File: src/rtl/core_pkg.sv
// Shared types and constants for the MEM-stage load/store unit:
// FSM states, funct3 size codes and access-size decode helpers.
package core_pkg;

  localparam int TIMEOUT_CYCLES_DEFAULT = 255;

  typedef enum logic [1:0] {
    IDLE = 2'd0,
    WAIT = 2'd1,
    DONE = 2'd2
  } state_t;

  localparam logic [2:0] F3_BYTE   = 3'b000;
  localparam logic [2:0] F3_HALF   = 3'b001;
  localparam logic [2:0] F3_WORD   = 3'b010;
  localparam logic [2:0] F3_BYTE_U = 3'b100;
  localparam logic [2:0] F3_HALF_U = 3'b101;

  typedef enum logic [1:0] {
    SZ_BYTE = 2'd0,
    SZ_HALF = 2'd1,
    SZ_WORD = 2'd2
  } size_t;

  // Unused codes (011/110/111) fall through to a full-word access.
  function automatic size_t accessSize(input logic [2:0] funct3);
    case (funct3)
      F3_BYTE, F3_BYTE_U: return SZ_BYTE;
      F3_HALF, F3_HALF_U: return SZ_HALF;
      default:            return SZ_WORD;
    endcase
  endfunction

  function automatic logic isMisaligned(input size_t sz, input logic [1:0] offset);
    case (sz)
      SZ_HALF: return offset[0];
      SZ_WORD: return offset != 2'b00;
      default: return 1'b0;
    endcase
  endfunction

endpackage

File: src/rtl/mem_access_unit_if.sv
// Data-memory bus between the MEM-stage access unit (master) and the memory (slave).
interface mem_access_unit_if;
  logic        dmem_req;
  logic        dmem_we;
  logic [31:0] dmem_addr;
  logic [31:0] dmem_wdata;
  logic [3:0]  dmem_be;
  logic        dmem_ack;
  logic [31:0] dmem_rdata;

  modport master (
    output dmem_req, dmem_we, dmem_addr, dmem_wdata, dmem_be,
    input  dmem_ack, dmem_rdata
  );

  modport slave (
    input  dmem_req, dmem_we, dmem_addr, dmem_wdata, dmem_be,
    output dmem_ack, dmem_rdata
  );
endinterface

File: src/rtl/load_align.sv
// Picks the addressed byte/half out of a memory word and sign- or zero-extends it.
module load_align
  import core_pkg::*;
(
  input  logic [31:0] rdata_i,
  input  logic [1:0]  offset_i,
  input  logic [2:0]  funct3_i,
  output logic [31:0] data_o
);

  logic [7:0]  byteSel;
  logic [15:0] halfSel;

  always_comb begin
    case (offset_i)
      2'd0:    byteSel = rdata_i[7:0];
      2'd1:    byteSel = rdata_i[15:8];
      2'd2:    byteSel = rdata_i[23:16];
      default: byteSel = rdata_i[31:24];
    endcase
    halfSel = offset_i[1] ? rdata_i[31:16] : rdata_i[15:0];

    // funct3[2] marks the unsigned variants.
    case (accessSize(funct3_i))
      SZ_BYTE: data_o = funct3_i[2] ? {24'b0, byteSel} : {{24{byteSel[7]}}, byteSel};
      SZ_HALF: data_o = funct3_i[2] ? {16'b0, halfSel} : {{16{halfSel[15]}}, halfSel};
      default: data_o = rdata_i;
    endcase
  end

endmodule

File: src/rtl/mem_access_unit.sv
// MEM-stage load/store unit: issues one word-aligned bus access per instruction,
// stalls the pipeline until ack or timeout, and returns the aligned load value.
module mem_access_unit
  import core_pkg::*;
#(
  parameter int TIMEOUT_CYCLES = TIMEOUT_CYCLES_DEFAULT
) (
  input  logic        clk,
  input  logic        rst_n,
  input  logic        memRead_MEM,
  input  logic        memWrite_MEM,
  input  logic [2:0]  funct3_MEM,
  input  logic [31:0] ALUResult_MEM,
  input  logic [31:0] writeData_MEM,
  mem_access_unit_if.master dmem,
  output logic [31:0] loadOut_MEM,
  output logic        stall_MEM,
  output logic        misaligned_MEM,
  output logic        busError_MEM
);

  localparam int CNT_W = (TIMEOUT_CYCLES > 2) ? $clog2(TIMEOUT_CYCLES) : 1;
  localparam logic [CNT_W-1:0] CNT_LAST = CNT_W'(TIMEOUT_CYCLES - 1);

  state_t           state_q, state_d;
  logic             req_q, req_d;
  logic             we_q, we_d;
  logic [31:0]      addr_q, addr_d;
  logic [31:0]      wdata_q, wdata_d;
  logic [3:0]       be_q, be_d;
  logic [2:0]       funct3_q, funct3_d;
  logic [1:0]       offset_q, offset_d;
  logic             isLoad_q, isLoad_d;
  logic [31:0]      rdata_q, rdata_d;
  logic [CNT_W-1:0] cnt_q, cnt_d;
  logic             busError_q, busError_d;

  size_t       reqSize;
  logic        accessReq, misalignedReq, startAccess, ackTaken, timeoutHit;
  logic [31:0] storeData;
  logic [3:0]  storeBe;
  logic [31:0] alignedLoad;

  // Request decode; rst_n gates the pending access so combinational outputs are 0 in reset.
  always_comb begin
    reqSize       = accessSize(funct3_MEM);
    accessReq     = rst_n && (memRead_MEM || memWrite_MEM);
    misalignedReq = isMisaligned(reqSize, ALUResult_MEM[1:0]);
    startAccess   = (state_q == IDLE) && accessReq && !misalignedReq;
    ackTaken      = (state_q == WAIT) && dmem.dmem_ack;
    timeoutHit    = (state_q == WAIT) && !dmem.dmem_ack && (cnt_q == CNT_LAST);
    case (reqSize)
      SZ_BYTE: begin
        storeData = {4{writeData_MEM[7:0]}};
        storeBe   = 4'b0001 << ALUResult_MEM[1:0];
      end
      SZ_HALF: begin
        storeData = {2{writeData_MEM[15:0]}};
        storeBe   = ALUResult_MEM[1] ? 4'b1100 : 4'b0011;
      end
      default: begin
        storeData = writeData_MEM;
        storeBe   = 4'b1111;
      end
    endcase
  end

  always_ff @(posedge clk or negedge rst_n) begin
    if (!rst_n) state_q <= IDLE;
    else        state_q <= state_d;
  end

  always_comb begin
    state_d = state_q;
    case (state_q)
      IDLE:    if (startAccess) state_d = WAIT;
      WAIT:    if (ackTaken || timeoutHit) state_d = DONE;
      DONE:    state_d = IDLE;
      default: state_d = IDLE;
    endcase
  end

  always_comb begin
    req_d      = req_q;
    we_d       = we_q;
    addr_d     = addr_q;
    wdata_d    = wdata_q;
    be_d       = be_q;
    funct3_d   = funct3_q;
    offset_d   = offset_q;
    isLoad_d   = isLoad_q;
    rdata_d    = rdata_q;
    cnt_d      = '0;
    busError_d = 1'b0;
    case (state_q)
      IDLE: begin
        if (startAccess) begin
          req_d    = 1'b1;
          we_d     = memWrite_MEM;
          addr_d   = {ALUResult_MEM[31:2], 2'b00};
          wdata_d  = storeData;
          be_d     = storeBe;
          funct3_d = funct3_MEM;
          offset_d = ALUResult_MEM[1:0];
          isLoad_d = !memWrite_MEM;
        end
      end
      WAIT: begin
        if (ackTaken) begin
          req_d   = 1'b0;
          rdata_d = dmem.dmem_rdata;
        end else if (timeoutHit) begin
          req_d      = 1'b0;
          busError_d = 1'b1;
        end else begin
          cnt_d = cnt_q + 1'b1;
        end
      end
      default: ;
    endcase

    stall_MEM      = startAccess || (state_q == WAIT);
    misaligned_MEM = (state_q == IDLE) && accessReq && misalignedReq;
    loadOut_MEM    = ((state_q == DONE) && isLoad_q && !busError_q) ? alignedLoad : 32'h0;
    busError_MEM   = busError_q;
  end

  always_ff @(posedge clk or negedge rst_n) begin
    if (!rst_n) begin
      req_q      <= 1'b0;
      we_q       <= 1'b0;
      addr_q     <= '0;
      wdata_q    <= '0;
      be_q       <= '0;
      funct3_q   <= '0;
      offset_q   <= '0;
      isLoad_q   <= 1'b0;
      rdata_q    <= '0;
      cnt_q      <= '0;
      busError_q <= 1'b0;
    end else begin
      req_q      <= req_d;
      we_q       <= we_d;
      addr_q     <= addr_d;
      wdata_q    <= wdata_d;
      be_q       <= be_d;
      funct3_q   <= funct3_d;
      offset_q   <= offset_d;
      isLoad_q   <= isLoad_d;
      rdata_q    <= rdata_d;
      cnt_q      <= cnt_d;
      busError_q <= busError_d;
    end
  end

  load_align uLoadAlign (
    .rdata_i  (rdata_q),
    .offset_i (offset_q),
    .funct3_i (funct3_q),
    .data_o   (alignedLoad)
  );

  assign dmem.dmem_req   = req_q;
  assign dmem.dmem_we    = we_q;
  assign dmem.dmem_addr  = addr_q;
  assign dmem.dmem_wdata = wdata_q;
  assign dmem.dmem_be    = be_q;

endmodule

File: src/flat_wrapper.sv
// flat-port wrapper written by rule: the top's interface ports become plain ports
module mem_access_unit_flat import core_pkg::*;
#(
  parameter int TIMEOUT_CYCLES = TIMEOUT_CYCLES_DEFAULT
)
  (clk, rst_n, memRead_MEM, memWrite_MEM, funct3_MEM, ALUResult_MEM, writeData_MEM, loadOut_MEM, stall_MEM, misaligned_MEM, busError_MEM, dmem_dmem_req, dmem_dmem_we, dmem_dmem_addr, dmem_dmem_wdata, dmem_dmem_be, dmem_dmem_ack, dmem_dmem_rdata);
  mem_access_unit_if dmem_i ();
  input  logic clk;
  input  logic rst_n;
  input  logic memRead_MEM;
  input  logic memWrite_MEM;
  input  logic [2:0] funct3_MEM;
  input  logic [31:0] ALUResult_MEM;
  input  logic [31:0] writeData_MEM;
  output logic [31:0] loadOut_MEM;
  output logic stall_MEM;
  output logic misaligned_MEM;
  output logic busError_MEM;
  output wire logic [$bits(dmem_i.dmem_req)-1:0] dmem_dmem_req;
  output wire logic [$bits(dmem_i.dmem_we)-1:0] dmem_dmem_we;
  output wire logic [$bits(dmem_i.dmem_addr)-1:0] dmem_dmem_addr;
  output wire logic [$bits(dmem_i.dmem_wdata)-1:0] dmem_dmem_wdata;
  output wire logic [$bits(dmem_i.dmem_be)-1:0] dmem_dmem_be;
  input wire logic [$bits(dmem_i.dmem_ack)-1:0] dmem_dmem_ack;
  input wire logic [$bits(dmem_i.dmem_rdata)-1:0] dmem_dmem_rdata;
  assign dmem_dmem_req = dmem_i.dmem_req;
  assign dmem_dmem_we = dmem_i.dmem_we;
  assign dmem_dmem_addr = dmem_i.dmem_addr;
  assign dmem_dmem_wdata = dmem_i.dmem_wdata;
  assign dmem_dmem_be = dmem_i.dmem_be;
  assign dmem_i.dmem_ack = dmem_dmem_ack;
  assign dmem_i.dmem_rdata = dmem_dmem_rdata;
  mem_access_unit #(.TIMEOUT_CYCLES(TIMEOUT_CYCLES)) u_core (.clk(clk), .rst_n(rst_n), .memRead_MEM(memRead_MEM), .memWrite_MEM(memWrite_MEM), .funct3_MEM(funct3_MEM), .ALUResult_MEM(ALUResult_MEM), .writeData_MEM(writeData_MEM), .dmem(dmem_i), .loadOut_MEM(loadOut_MEM), .stall_MEM(stall_MEM), .misaligned_MEM(misaligned_MEM), .busError_MEM(busError_MEM));
endmodule
File: config.mk
export PLATFORM = sky130hd
export DESIGN_NAME = mem_access_unit_flat
export DESIGN_NICKNAME = d
export VERILOG_FILES = /design/src/rtl/core_pkg.sv /design/src/rtl/mem_access_unit_if.sv /design/src/rtl/load_align.sv /design/src/rtl/mem_access_unit.sv /design/src/flat_wrapper.sv
export SDC_FILE = /design/constraint.sdc
export NUM_CORES = 1
export LEC_CHECK = 0
export BUFFER_PORTS_ARGS = -buffer_cell sky130_fd_sc_hd__buf_2
export CAP_MARGIN = 40
export CORE_MARGIN = 8
export CORE_UTILIZATION = 45
export DETAILED_ROUTE_END_ITERATION = 6
export GPL_TIMING_DRIVEN = 0
export PLACE_DENSITY = 0.76
export SLEW_MARGIN = 20
export SYNTH_ARGS = -nofsm -noshare
export SYNTH_HDL_FRONTEND = slang
export SYNTH_SLANG_ARGS = --single-unit
File: constraint.sdc
create_clock -name clk -period 1.9 [get_ports clk]
set_input_delay 0.095 -clock clk [delete_from_list [all_inputs] [get_ports clk]]
set_output_delay 0.095 -clock clk [all_outputs]
set_load 0.02 [all_outputs]
After elaboration in Yosys (flattened, before gate mapping)
Cells that the tools add are included.

Input port bits: 104. Register bits: 117.

Reductions and logical operators: 32. Mux-type cells: 25. Equality and inequality tests: 17. Shifts and indexed selects: 1. $add $sub $neg: 1.

Operators with widths (number): $pmux 32 s2 (2); $mux 32 (3); $mux 8 (3); $pmux 8 s3 (1); $mux 16 (1); $eq 3x3->1 const B (4); $pmux 2 s2 (3); $logic_and 1x1->1 (9); $add 8x1->8 const B (1); $eq 2x1->1 const B (4); $eq 8x8->1 const B (1); $logic_not 2->1 (4); $pmux 4 s2 (1); $reduce_or 2->1 (4); $eq 2x2->1 const B (3); $eq 3x1->1 const B (2); $logic_not 3->1 (2); $mux 1 (6); $reduce_and 2->1 (3); $logic_not 1->1 (4); $mux 2 (2); $mux 4 (1); $pmux 1 s2 (2); $reduce_bool 2->1 (2); 6 further kinds (8).

Depth between registers and ports, before layout
Gate-level depths: netlist of run 1.

Word-level depth: 9. Gate-level depth with buffers: 6. Mapped depth without buffers: 5.

Hierarchy
A second synthesis of run 1 with hierarchy kept.

Cells, all modules: 513. Area, all modules: 5841.9 um^2.

Modules (own cells, without submodules): mem_access_unit (cells each 386, times used 1, area each 5171.2 um^2, seq. area each 2927.8 um^2); load_align (cells each 127, times used 1, area each 670.6 um^2, seq. area each 0.0 um^2).

Least setup slack after synthesis of run 1
Ideal clock, no wire load.

Path type: reg-to-output. From: register u_core.busError_q (netlist: u_core.busError_MEM). To: output port loadOut_MEM[6]. Required time: 1805 ps. Cell stages (with the launch flop): 5. Setup slack: -708 ps. Path buffers: 2. Data arrival time: 2513 ps. Cells stage by stage: dfrtp_1 -> or4b_2 -> clkbuf_1 -> clkbuf_1 -> a2111oi_0.

Longest elaborated chain between the ends: 3.

RTL lines: from (decl) (line mem_access_unit.sv:36) `logic busError_q, busError_d;`; from (signal assigned) (line mem_access_unit.sv:152) `busError_q <= busError_d;`; $logic_not 1->1 (line mem_access_unit.sv:124) `loadOut_MEM = ((state_q == DONE) && isLoad_q && !busError_q) ? alignedLoad : 32'h0;`; $logic_and 1x1->1 (line mem_access_unit.sv:124); $mux 32 (line mem_access_unit.sv:124); to (decl) (line flat_wrapper.sv:15) `output logic [31:0] loadOut_MEM;`.

No other way between the ends.

Worst setup path in the final report of run 1
From: register u_core.rdata_q[23]. To: output port loadOut_MEM[20].

Longest elaborated chain between the ends: 4.

RTL lines: from (decl) (line mem_access_unit.sv:34) `logic [31:0] rdata_q, rdata_d;`; from (signal assigned) (line mem_access_unit.sv:150) `rdata_q <= rdata_d;`; $pmux 8 s3 (line load_align.sv:15) `case (offset_i)`; $mux 32 (line load_align.sv:25) `SZ_BYTE: data_o = funct3_i[2] ? {24'b0, byteSel} : {{24{byteSel[7]}}, byteSel};`; $pmux 32 s2 (line load_align.sv:24) `case (accessSize(funct3_i))`; $mux 32 (line mem_access_unit.sv:124).

No other way between the ends.

==> results_dict.tcl, run 1 <==
set metrics [dict create \
    crit_buf_inv 3 \
    ys_ff_latch 117 \
    vias 5678 \
    cp-start-kind "flop" \
    cts_buffers 17 \
    synthSimpleGateAreaFrac 0.0912 \
    die-area_mm2 0.0169 \
    grt_pass1_wl_um 34300 \
    io_pins 209 \
    dp_hpwl_um 13800 \
    crit_family "multiplexers" \
    synth.cell_area_mm2 0.00586 \
    holdPathEnd "u_core.dmem.dmem_wdata[30]" \
    fin_crit_ns 2.27 \
    violations "setup timing" \
    clock_path_buffers 2 \
    synth_top_area_frac 0.500 \
    synth_common_cells "dfrtp_1 (117), mux2_2 (75), mux2_1 (49), nand3_1 (41), clkbuf_1 (27)" \
    nets 920 \
    rsz0062_at_grt "true" \
    coreArea_mm2 0.0127 \
    final_cells 999 \
    yosys-mux-area-fraction 0.284 \
    timing.final.ws_setup_ns -0.367 \
    drt-total-wl_um 23300 \
    antenna_found_initial 0 \
    drcViolationCount 0 \
    clk_pin_slew_worst_paths_ns 0.06 \
    slowest_delay_ns 0.55 \
    htreeDepth 4 \
    initial_core_util 0.462 \
    status "finished with violations" \
    synth_compound_area_frac 0.0765 \
    setup_violations 33 \
    wl_per_cell_um 23.3 \
    drt_iter0_drc 577 \
    avgViaCountPerCell 5.68 \
    r2r-end "u_core.rdata_q[5]" \
    tns_ns -9.44 \
    synth-xor-area-share 0.00598 \
    ir_drop_mv 0.895 \
    powerDensity_mw_per_mm2 1400 \
    synth_top_area_cell "dfrtp_1" \
    rows 41 \
    maxCapViolCount 0 \
    cp_slowest_cell "mux4_2" \
    synthAdderAreaFrac 0.00427 \
    grt_usage 0.268 \
    final.setup_skew_ns 0.00579 \
    worstSetupPathType "reg2out" \
    layout_worst_path_cycle_share 1.19 \
    portBuffers 204 \
    hold_path_class "in2reg" \
    antenna_cells 0 \
    hold_slack_ns 0.0162 \
    path_cells "mux4_2 > nand4_1 > buf_6 > buf_8 > nand3_2 > buf_6" \
    tightest_slew_ns 0.827 \
    reg2reg_depth 5 \
    synthArstFlopShare 1.00 \
    ys_seq_area_frac 0.500 \
    endpoint_kind "primary output" \
    area_growth_pct 65.1 \
    grt_max_degree 60 \
    dr.pass1.iters 5 \
    path_max_fanout 6 \
    cts_sinks 117 \
    synthTopCellsByArea "dfrtp_1 (50%), mux2_2 (14%), mux2_1 (9.4%), nand3_1 (3.5%), mux4_2 (3.1%)" \
    fp.dieW_um 130 \
    syn_avg_cell_area_um2 12.1 \
    postRouteAntennaNets 0 \
    synth_edf_count 0 \
    r2r-start "u_core.state_q[0]" \
    die_y_um 130 \
    clk_latency_ns 0.42 \
    syn_inst 486 \
    place_congestion 0.893 \
    placed_cells 865 \
    hold_start "writeData_MEM[30]" \
    cp.required_ns 1.80 \
    fmax_ghz 0.441 \
    startpoint "u_core.rdata_q[23]" \
    slew_headroom 0.449 \
    final_cell_area_mm2 0.00967 \
    post_route_cells_drive_above_1_share 0.521 \
    r2r_slack_ns 0.03 \
    cts_tree "built" \
    overflow 0 \
    synth_flop_cell "dfrtp_1" \
    p_leak_nw 4.50 \
    yosys.cell_types.count 43 \
    cts_root_buf "clkbuf_16" \
    synth.most_common_cell "dfrtp_1" \
    synth_warnings 0 \
    critPathArrivalTime_ns 2.17 \
    final-hold-violation-count 0 \
    grt_pass1_vias 6150 \
    synth_top_family_by_area "multiplexers" \
    fin_util 0.763 \
    crit_path_frequent_cell "buf_6" \
    slew_violations 0 \
    hold_depth 4 \
    fill_cells 730 \
    place_area_mm2 0.00719 \
]
## worst max-delay path by stage
stage / end / slack [ns] / cells after the start
floorplan: loadOut_MEM[0] / -0.27 / 3
global placement: u_core.dmem.dmem_wdata[18] / -2.06 / 6
detailed placement: u_core.dmem.dmem_wdata[13] / -0.89 / 7
CTS: loadOut_MEM[7] / -0.29 / 4
global route: loadOut_MEM[20] / -0.43 / 8
finish: loadOut_MEM[20] / -0.37 / 6
## routing by layer
layer / up-vias / global-route usage / share of wire
met5: - / 0 / 0
met4: 0 / 0.127 / 0.041
met3: 78 / 0.112 / 0.11
met2: 358 / 0.454 / 0.50
met1: 2798 / 0.286 / 0.35
li1: 2444 / - / -
## registers in the layout, summed over array words and instances (netlist names)
register and count:
u_core.busError_MEM 1, u_core.cnt_q 8, u_core.dmem.dmem_wdata 32, u_core.dmem.dmem_be 4, u_core.dmem.dmem_req 1, u_core.isLoad_q 1
u_core.offset_q 2, u_core.dmem.dmem_we 1, u_core.state_q 2, u_core.funct3_q 3, u_core.dmem.dmem_addr 30, u_core.rdata_q 32
## cells by family after synthesis
family,count (synthesis)
fa+ha+maj,2
mux,141
flops,117
buf+inv,54
xor+xnor,4
compound gates,63
other cells,1
simple gates,104
## cells in the final DEF, fill, tap and decap left out, types with 11 or more instances in the layout
| master | n |
|---|---|
| a21oi_1 | 11 |
| buf_2 | 170 |
| buf_4 | 27 |
| buf_6 | 37 |
| clkbuf_16 | 19 |
| dfrtp_1 | 112 |
| dlygate4sd3_1 | 78 |
| inv_1 | 15 |
| mux2_1 | 49 |
| mux2_2 | 75 |
| nand2_1 | 12 |
| nand3_1 | 19 |
| nand3_2 | 19 |
| nor2_1 | 16 |
| nor2b_1 | 12 |
| o21ai_0 | 13 |
## power breakdown
group | switching [mW] | internal, mW
registers | 0.953 | 3.51
clock network | 1.18 | 2.17
logic | 3.18 | 2.51
## through the flow
step	total power, mW	worst slack [ns]
after CTS	13.0	-0.288
after detailed placement	8.82	-0.887
after floorplan	7.15	-0.271
after global routing	14.1	-0.425
final	13.5	-0.367
after global placement	8.60	-2.06
## tightest hold or removal path, cell delays in order
cell and delay, ns:
buf_2 0.08, nand2_1 0.04, o21ai_0 0.06, mux2_1 0.13
## repair_timing
action / CTS / global route
setup endpoints to repair: 135 / 92
hold buffers: 81 / 0
gates cloned: 4 / 0
endpoints found under the hold margin: 135 / 0
pin swaps: 24 / 11
resized for setup: 145 / 38
setup buffers: 19 / 6
## final cells by class
type / count / area, µm² / share of cell area
Multi-Input combinational cell: 316 / 3150 / 0.326
Sequential cell: 117 / 2930 / 0.303
Timing Repair Buffer: 316 / 2420 / 0.251
Clock buffer: 21 / 470 / 0.0486
Buffer: 31 / 268 / 0.0277
Tap cell: 172 / 215 / 0.0223
Clock inverter: 11 / 148 / 0.0153
Inverter: 15 / 56.3 / 0.00582
Power figures use the tool's default switching activity.
==> run 2, diff against run 1 <==
- REMOVE_ABC_BUFFERS: not set -> 1
==> run 2 against run 1 <==
Compared with the run above: first-iteration DRC count up 24%; sequential power up 4%; sequential share of layout area shrank 1.0 points; combinational power increased by 16%; register-to-register slack worse by 0.14 ns; cell count up 0.10%; wire length is 9.8% higher; the run ends with hold timing, setup timing left; fmax down 1.4%; largest power group unchanged; clock skew increased by 0.0023 ns; clock power about the same; flip-flop and latch count stayed put.
==> results_dict.tcl, run 2 (synthesized netlist as in run 1, its figures left out) <==
set metrics [dict create \
    layout_common_cells "buf_2 (172), dfrtp_1 (110), dlygate4sd3_1 (74)" \
    initial_core_util 0.462 \
    drt_iter0_drc 715 \
    portBuffers 206 \
    grt_usage 0.273 \
    fp.dieW_um 130 \
    cts_root_buf "clkbuf_16" \
    place_area_mm2 0.00712 \
    rows 41 \
    combPwrFrac 0.451 \
    p_leak_nw 4.69 \
    hold_path_class "in2async" \
    wl_per_cell_um 25.6 \
    ir_drop_mv 1.05 \
    coreArea_mm2 0.0127 \
    cts_tree "built" \
    dp_hpwl_um 12500 \
    r2r-start "u_core.state_q[0]" \
    clk_pin_slew_worst_paths_ns 0.06 \
    avgViaCountPerCell 5.89 \
    overflow 0 \
    clockPowerShare 0.231 \
    powerDensity_mw_per_mm2 1460 \
    cts_buffers 17 \
    p_sw_frac 0.393 \
    grt_max_degree 66 \
    reg2reg_depth 7 \
    rsz0062_at_grt "true" \
    post_route_cells_drive_above_1_share 0.595 \
    final-hold-violation-count 63 \
    die_y_um 130 \
    htreeDepth 4 \
    drt-total-wl_um 25600 \
    cts_sinks 117 \
    maxCapViolCount 0 \
    cp-start-kind "flop" \
    setup_violations 66 \
    p_sw_mw 5.75 \
    tightest_slew_ns 0.622 \
    cts_hold_buf 76 \
    fmax_ghz 0.435 \
    final_cell_area_mm2 0.0100 \
    antenna_cells 0 \
    timing.final.ws_setup_ns -0.400 \
    clk_latency_ns 0.41 \
    grt_pass1_wl_um 35100 \
    antenna_found_initial 0 \
    r2r_slack_ns -0.11 \
    cp.required_ns 1.80 \
    pwr-share-seq 0.318 \
    critPathArrivalTime_ns 2.20 \
    violations "hold timing, setup timing" \
    path_max_fanout 8 \
    power_mw 14.7 \
    clock_path_buffers 2 \
    die-area_mm2 0.0169 \
    postRouteAntennaNets 0 \
    worstSetupPathType "reg2out" \
    grt_pass1_vias 6240 \
    vias 5886 \
    place_congestion 0.875 \
    drcViolationCount 0 \
    final_common_cell "buf_2" \
    slew_violations 0 \
    endpoint_kind "primary output" \
    hold_slack_ns -0.307 \
    final.setup_skew_ns 0.00811 \
    area_growth_pct 71.2 \
    dr.pass1.iters 5 \
    startpoint "u_core.offset_q[1]" \
    status "finished with violations" \
    io_pins 209 \
    power.internal_mw 8.90 \
    layout_worst_path_cycle_share 1.21 \
    fin_crit_ns 2.30 \
    nets 921 \
    r2r-end "u_core.dmem.dmem_addr[23]" \
    slew_headroom 0.583 \
]
-- run 2: cell types whose count changed in the layout (fill, tap and decap cells not counted), sizes merged, moves of 3 or more --
cell         delta
buf            +22
clkbuf         -19
clkinv          -3
clkinvlp        +3
dlygate4sd3     -4
-- run 2: power groups by stage --
stage	combinational [mW]	clock (mW)	sequential, mW
after global routing	6.91	3.53	4.73
after CTS	5.58	3.40	4.40
after floorplan	1.96	0	5.01
final	6.61	3.38	4.66
after detailed placement	4.30	0	4.40
after global placement	3.96	0	4.40
-- run 2: final cells by class --
class                      instances  area [µm²]
multi-input combinational        317        3440
sequential                       117        2940
timing repair buffer             347        2770
fill                             650        2640
clock buffer                      20         437
tap                              172         215
clock inverter                    12         178
inverter                          15        56.3
-- run 2: worst max-delay path by stage --
stage / end / depth (start not counted)
5_1_grt: loadOut_MEM[14] / 5
4_1_cts: loadOut_MEM[16] / 6
3_5_place_dp: u_core.dmem.dmem_addr[14] / 7
3_3_place_gp: u_core.dmem.dmem_wdata[11] / 4
6_report: loadOut_MEM[14] / 5
2_1_floorplan: loadOut_MEM[16] / 3
-- run 2: layer usage --
metal / part of all wire / track usage / up-vias / wire length, µm
met5: 0 / 0 / - / 0
met4: 0.038 / 0.124 / 0 / 960
met3: 0.11 / 0.102 / 88 / 2930
met2: 0.49 / 0.447 / 447 / 12500
met1: 0.36 / 0.312 / 2906 / 9150
li1: - / - / 2445 / -
-- run 2: stage by stage --
stage,TNS (ns),worst slack [ns],util,std cells
finish,-12.52,-0.400,0.792,1000
global placement,-421.66,-4.12,0.548,826
floorplan,-98.64,-1.37,-,448
global route,-16.84,-0.474,0.792,1000
CTS,-8.79,-0.287,0.750,986
detailed placement,-63.18,-0.943,0.562,838
-- run 2: worst max-delay path: stages, from the launching register on --
cell	delay [ns]
dfrtp_2	0.43
buf_12	0.13
mux4_2	0.39
nand3_4	0.24
a221oi_2	0.40
buf_4	0.21
-- run 2: repair_timing --
| item | CTS | global route |
|---|---|---|
| buffers inserted | 38 | 12 |
| resized for setup | 148 | 92 |
| endpoints found under the setup margin | 97 | 84 |
| hold endpoints to repair | 128 | 63 |
| pin swaps | 12 | 14 |
| cloned | 4 | 4 |
